<file path="src/rtl/scu_dsp_dma_bridge.sv">
// SCU DSP DMA bridge: turns single-cycle DSP DMA strobes into level bus cycles, with a one-deep pending slot.
// Optional bus-wait timeout enabled by defining SCU_DSP_DMA_TIMEOUT_EN.
module scu_dsp_dma_bridge #(
  parameter int WAIT_MAX = 255
) (
  input  logic        CLK,
  input  logic        RST_N,
  input  logic        CE_R,
  input  logic [24:0] DSP_A,
  input  logic [31:0] DSP_DO,
  input  logic        DSP_WR,
  input  logic        DSP_REQ,
  output logic        DSP_ACK,
  output logic [31:0] DSP_DI,
  output logic [24:0] BUS_A,
  output logic [31:0] BUS_DO,
  input  logic [31:0] BUS_DI,
  output logic        BUS_WE,
  output logic        BUS_REQ,
  input  logic        BUS_RDY,
  output logic        BUSY,
  output logic        ERR,
  input  logic        ERR_CLR
);

  typedef enum logic [1:0] {S_IDLE, S_BUS, S_ACK} state_t;

  state_t      state;
  logic        pend_v;
  logic [24:0] pend_a;
  logic [31:0] pend_do;
  logic        pend_wr;
  logic        tmo_hit;
  logic        err_set;

`ifdef SCU_DSP_DMA_TIMEOUT_EN
  logic [7:0] tmo_cnt;

  // Counter is zero whenever the FSM is outside BUS, so every entry starts from 0.
  always_ff @(posedge CLK or negedge RST_N) begin
    if (!RST_N) begin
      tmo_cnt <= '0;
    end else if (CE_R) begin
      if (state != S_BUS) tmo_cnt <= '0;
      else if (!BUS_RDY)  tmo_cnt <= tmo_cnt + 8'd1;
    end
  end

  assign tmo_hit = (state == S_BUS) && !BUS_RDY && (tmo_cnt == 8'(WAIT_MAX - 1));
`else
  logic [31:0] unused_wait_max;
  assign unused_wait_max = WAIT_MAX;
  assign tmo_hit = 1'b0;
`endif

  always_comb begin
    err_set = 1'b0;
    if (state == S_BUS && DSP_REQ && pend_v) err_set = 1'b1;
    if (tmo_hit)                             err_set = 1'b1;
  end

  assign BUSY = (state != S_IDLE) || pend_v;

  always_ff @(posedge CLK or negedge RST_N) begin
    if (!RST_N) begin
      state   <= S_IDLE;
      pend_v  <= 1'b0;
      pend_a  <= '0;
      pend_do <= '0;
      pend_wr <= 1'b0;
      DSP_ACK <= 1'b0;
      DSP_DI  <= '0;
      BUS_A   <= '0;
      BUS_DO  <= '0;
      BUS_WE  <= 1'b0;
      BUS_REQ <= 1'b0;
      ERR     <= 1'b0;
    end else if (CE_R) begin
      if (err_set)      ERR <= 1'b1;
      else if (ERR_CLR) ERR <= 1'b0;

      case (state)
        S_IDLE: begin
          if (DSP_REQ) begin
            BUS_A   <= DSP_A;
            BUS_DO  <= DSP_DO;
            BUS_WE  <= DSP_WR;
            BUS_REQ <= 1'b1;
            state   <= S_BUS;
          end
        end
        S_BUS: begin
          if (DSP_REQ && !pend_v) begin
            pend_v  <= 1'b1;
            pend_a  <= DSP_A;
            pend_do <= DSP_DO;
            pend_wr <= DSP_WR;
          end
          if (BUS_RDY) begin
            if (!BUS_WE) DSP_DI <= BUS_DI;
            BUS_REQ <= 1'b0;
            DSP_ACK <= 1'b1;
            state   <= S_ACK;
          end else if (tmo_hit) begin
            if (!BUS_WE) DSP_DI <= '1;
            BUS_REQ <= 1'b0;
            DSP_ACK <= 1'b1;
            state   <= S_ACK;
          end
        end
        S_ACK: begin
          DSP_ACK <= 1'b0;
          // Pending entry is older, so it wins; a coincident new request refills the slot.
          if (pend_v) begin
            BUS_A   <= pend_a;
            BUS_DO  <= pend_do;
            BUS_WE  <= pend_wr;
            BUS_REQ <= 1'b1;
            state   <= S_BUS;
            if (DSP_REQ) begin
              pend_a  <= DSP_A;
              pend_do <= DSP_DO;
              pend_wr <= DSP_WR;
            end else begin
              pend_v <= 1'b0;
            end
          end else if (DSP_REQ) begin
            BUS_A   <= DSP_A;
            BUS_DO  <= DSP_DO;
            BUS_WE  <= DSP_WR;
            BUS_REQ <= 1'b1;
            state   <= S_BUS;
          end else begin
            state <= S_IDLE;
          end
        end
        default: state <= S_IDLE;
      endcase
    end
  end

endmodule

</file>
<file path="config.mk">
export PLATFORM = sky130hd
export DESIGN_NAME = scu_dsp_dma_bridge
export DESIGN_NICKNAME = d
export VERILOG_FILES = /design/src/rtl/scu_dsp_dma_bridge.sv
export SDC_FILE = /design/constraint.sdc
export NUM_CORES = 1
export LEC_CHECK = 0
export ABC_AREA = 1
export CELL_PAD_IN_SITES_DETAIL_PLACEMENT = 1
export CELL_PAD_IN_SITES_GLOBAL_PLACEMENT = 1
export CORE_MARGIN = 5
export CORE_UTILIZATION = 35
export DETAILED_ROUTE_END_ITERATION = 16
export HOLD_SLACK_MARGIN = 0.15
export PLACE_DENSITY_LB_ADDON = 0.1
export SETUP_SLACK_MARGIN = 0.02
export SYNTH_ARGS = -nofsm -noshare
export SYNTH_HDL_FRONTEND = slang
export SYNTH_SLANG_ARGS = --single-unit
</file>
<file path="constraint.sdc">
create_clock -name CLK -period 2.2 [get_ports CLK]
set_input_delay 0.55 -clock CLK [delete_from_list [all_inputs] [get_ports CLK]]
set_output_delay 0.55 -clock CLK [all_outputs]
set_load 0.02 [all_outputs]
</file>
==> impl_summary.txt <==
----------------------------------------------------
[Status]
  Outcome ... complete, no violations

[Synthesis]
  Mux share of post-synthesis cell area ... 0
  Combinational family with the most area after synthesis ... simple AND/OR/NAND/NOR gates
  Synth Register Bits ... 154
  Synthesized-area fraction occupied by xor and xnor cells ... 0
  Distinct cell type count of the synthesized netlist ... 17
  Adder-cell share of the synthesized area ... 0.0103
  Net Count, Synth ... 1055
  Synthesized-area fraction occupied by ao, oa, aoi and oai cells ... 0.0673
  Post-synthesis instance area ... 7310 µm²
  Gate Count Post-Synth ... 953
  Syn_area_per_cell ... 7.67 µm²
  Sequential share of the synthesized area ... 0.527
  Post-synthesis simple-gate area fraction ... 0.333
  Count of synthesis-stage warnings from yosys ... 0

[Worst setup path]
  Biggest fanout along the worst timing path ... 4
  Cell with the largest stage delay on the worst path ... clkdlybuf4s50_1
  Element type at the critical path start ... register
  Critical path capture point type ... output port
  CP delay by family, top ... buffers and inverters
  WP buf/inv ... 1
  Crit-path max cell delay ... 650 ps
  CP Data Arrival Time ... between 1000 and 1500 ps
  Chain of cells forming the critical path ... clkdlybuf4s50_1
  Slack of the worst reg-to-reg path ... 330 ps
  Critical Path RT ... 1650 ps
  Crit path kind ... register to output port

[Clock network]
  Clock insertion delay at the later pin of the skew report ... 420 ps
  Clock-pin slew on the worst setup and hold paths ... 60 ps
  H-Tree Level Count ... 4
  Sink Count ... 154
  Number of CTS-inserted buffers ... 17
  Maximum number of buffers from clock root to sink ... 2
  Library cell used as clock root buffer ... clkbuf_16
  TritonCTS clock tree ... done

[Detailed routing]
  Iteration-0 DRC Markers ... 298
  Number of search-and-repair iterations in the first detailed-routing pass ... 6
  Routed length per instance ... 17.2 µm
  Detailed-route vias per instance ... 5.07
  Overall via count from detail_route ... 7116
  DRC violation count after routing ... 0
  Antenna viol nets, final ... 0
  Final wirelength ... 24100 µm

[GRT]
  Global-route wire length before repair ... ~40000 µm
  Total global routing overflow ... 0
  Via count of the first global-routing pass ... between 7000 and 8000
  Largest net degree at the start of global routing ... 65
  Antenna violations before repair ... 2
  Global Route Usage Sum ... 0.207

[Power]
  Total power divided by cell area ... 1500 nW/µm²
  Largest vdd supply drop ... 0.000706 V
  Static leakage power ... between 4 and 5 nW

[STA]
  Actual slew at the worst max-slew pin ... about 600 ps
  Fin. Hold Viols ... 0
  Period minus WS final ... slightly above 2000 ps
  Worst setup skew after layout ... 11.0 ps
  Highest achievable clock rate ... 496 MHz
  Worst slew margin relative to its limit ... 0.600
  Total Neg Setup Slack ... 0 ps
  Unrepaired setup endpoints after global routing ... no
  Count of final setup violators ... 0
  Final critical-path share of the clock period ... 0.916
  Pins Over Slew Limit ... 0

[Placement]
  Placed cells ... 1371
  Final GP Congestion ... 0.759
  Area of placed instances ... 9600 µm²
  Quantity of I/O buffers inserted on ports ... ~190
  Half-perimeter wire length after detailed placement ... 15800 µm

[Finish]
  Post-route standard cell area excluding fillers ... just over 10000 µm²
  Most used cells in the layout excluding fill and tap cells ... nand2_1, clkdlybuf4s50_1, dfrtp_1
  Area used by multi-input combinational logic ... 3020 µm²
  Most frequent standard cell in the layout excluding fill and tap cells ... nand2_1
  Post-synthesis to final-layout area growth ... 40.2%
  FF+latch area ... 3850 µm²
  Post-Layout Cell Count ... 1404
  FILL cells ... 2474
  Final-stage net count ... 1223
  Layout cell share with drive strength beyond 1 ... 0.0618

[Floorplan]
  Die X ... 155 µm
  Site Rows ... 52
  CORE AREA ... 20400 µm²
  Initial Util ... 0.358
  Die area ... between 20000 and 25000 µm²
  Number of top-level pins ... between 150 and 200
  Die span in y ... 155 µm

[Flow run]
  Max_cap viols ... 0

[Min path]
  Worst hold path type ... register to register

----------------------------------------------------
[power breakdown]
group          internal, mW  leakage [nW]  switching [mW]  total [mW]
logic                  2.91          2.74            4.21        7.12
clock network          1.99         0.302            1.18        3.17
registers              4.17          1.93           0.875        5.05
total                  9.07          4.98            6.27        15.3
[timing repair]
action                     in CTS  in global routing
cloned                          0                  0
buffers inserted                0                  0
hold buffers                    1                  0
hold endpoints to repair       42                  0
setup endpoints to repair       1                  1
gates resized for setup         1                  2
[cells by family (layout without fill, tap and decap cells)]
kind of cell / after synthesis / after routing
compound gates: 96 / 96
fa+ha+maj: 6 / 6
buf+inv: 111 / 291
flops: 154 / 154
other cells: 0 / 1
simple gates: 586 / 586
[metrics by stage]
step | worst slack, ps | power (mW) | utilization | hold WS (ps)
2_1_floorplan | 568 | 8.91 | - | 254
4_1_cts | 25.1 | 15.5 | 0.502 | 475
3_5_place_dp | 154 | 12.3 | 0.470 | 459
3_3_place_gp | 208 | 12.1 | 0.470 | 454
6_report | 184 | 15.3 | 0.502 | 474
5_1_grt | 135 | 16.5 | 0.502 | 488
[metal layers]
layer | global-route usage | share of wire | vias to the layer above
met5 | 0 | 0.00054 | -
met4 | 0.0526 | 0.012 | 2
met3 | 0.0651 | 0.068 | 19
met2 | 0.347 | 0.48 | 153
met1 | 0.260 | 0.44 | 3548
li1 | - | - | 3394
[final timing paths]
kind                       startpoint          to  cells after the start
setup / recovery               BUS_WE      BUS_WE                      1
min in group asynchronous       RST_N   BUS_A[16]                      2
setup reg to reg             state[0]    BUS_A[6]                      7
hold reg to reg             pend_a[1]   pend_a[1]                      2
max in group asynchronous       RST_N  pend_do[4]                      3
hold / removal              pend_a[1]   pend_a[1]                      2
[synthesized netlist by cell type]
cell	instances	area (µm²)
a21oi_1	2	10.0
buf_1	5	18.8
buf_2	23	115
buf_4	3	22.5
clkbuf_1	38	143
dfrtp_1	154	3850
ha_1	6	75.1
inv_1	41	154
inv_2	1	3.75
nand2_1	402	1510
nand3_1	63	315
nand3_2	1	10.0
nand4_1	59	369
nor2_1	61	229
o21ai_0	90	450
o21ai_1	3	15.0
o21ai_4	1	16.3
[registers in the layout, indices dropped and copies added (netlist names)]
signal   cells
pend_v       1
BUS_WE       1
BUS_REQ      1
pend_do     32
DSP_ACK      1
state        2
ERR          1
DSP_DI      32
pend_wr      1
BUS_A       25
BUS_DO      32
pend_a      25
[cell type report]
type | count | share of cell area
Tap cell | 270 | 0.0330
Clock inverter | 10 | 0.0161
Inverter | 42 | 0.0154
Multi-Input combinational cell | 688 | 0.295
Clock buffer | 21 | 0.0459
Sequential cell | 154 | 0.376
Timing Repair Buffer | 218 | 0.219
Antenna cell | 1 | 0.000244
No activity file was read; power rests on OpenSTA's default activity.
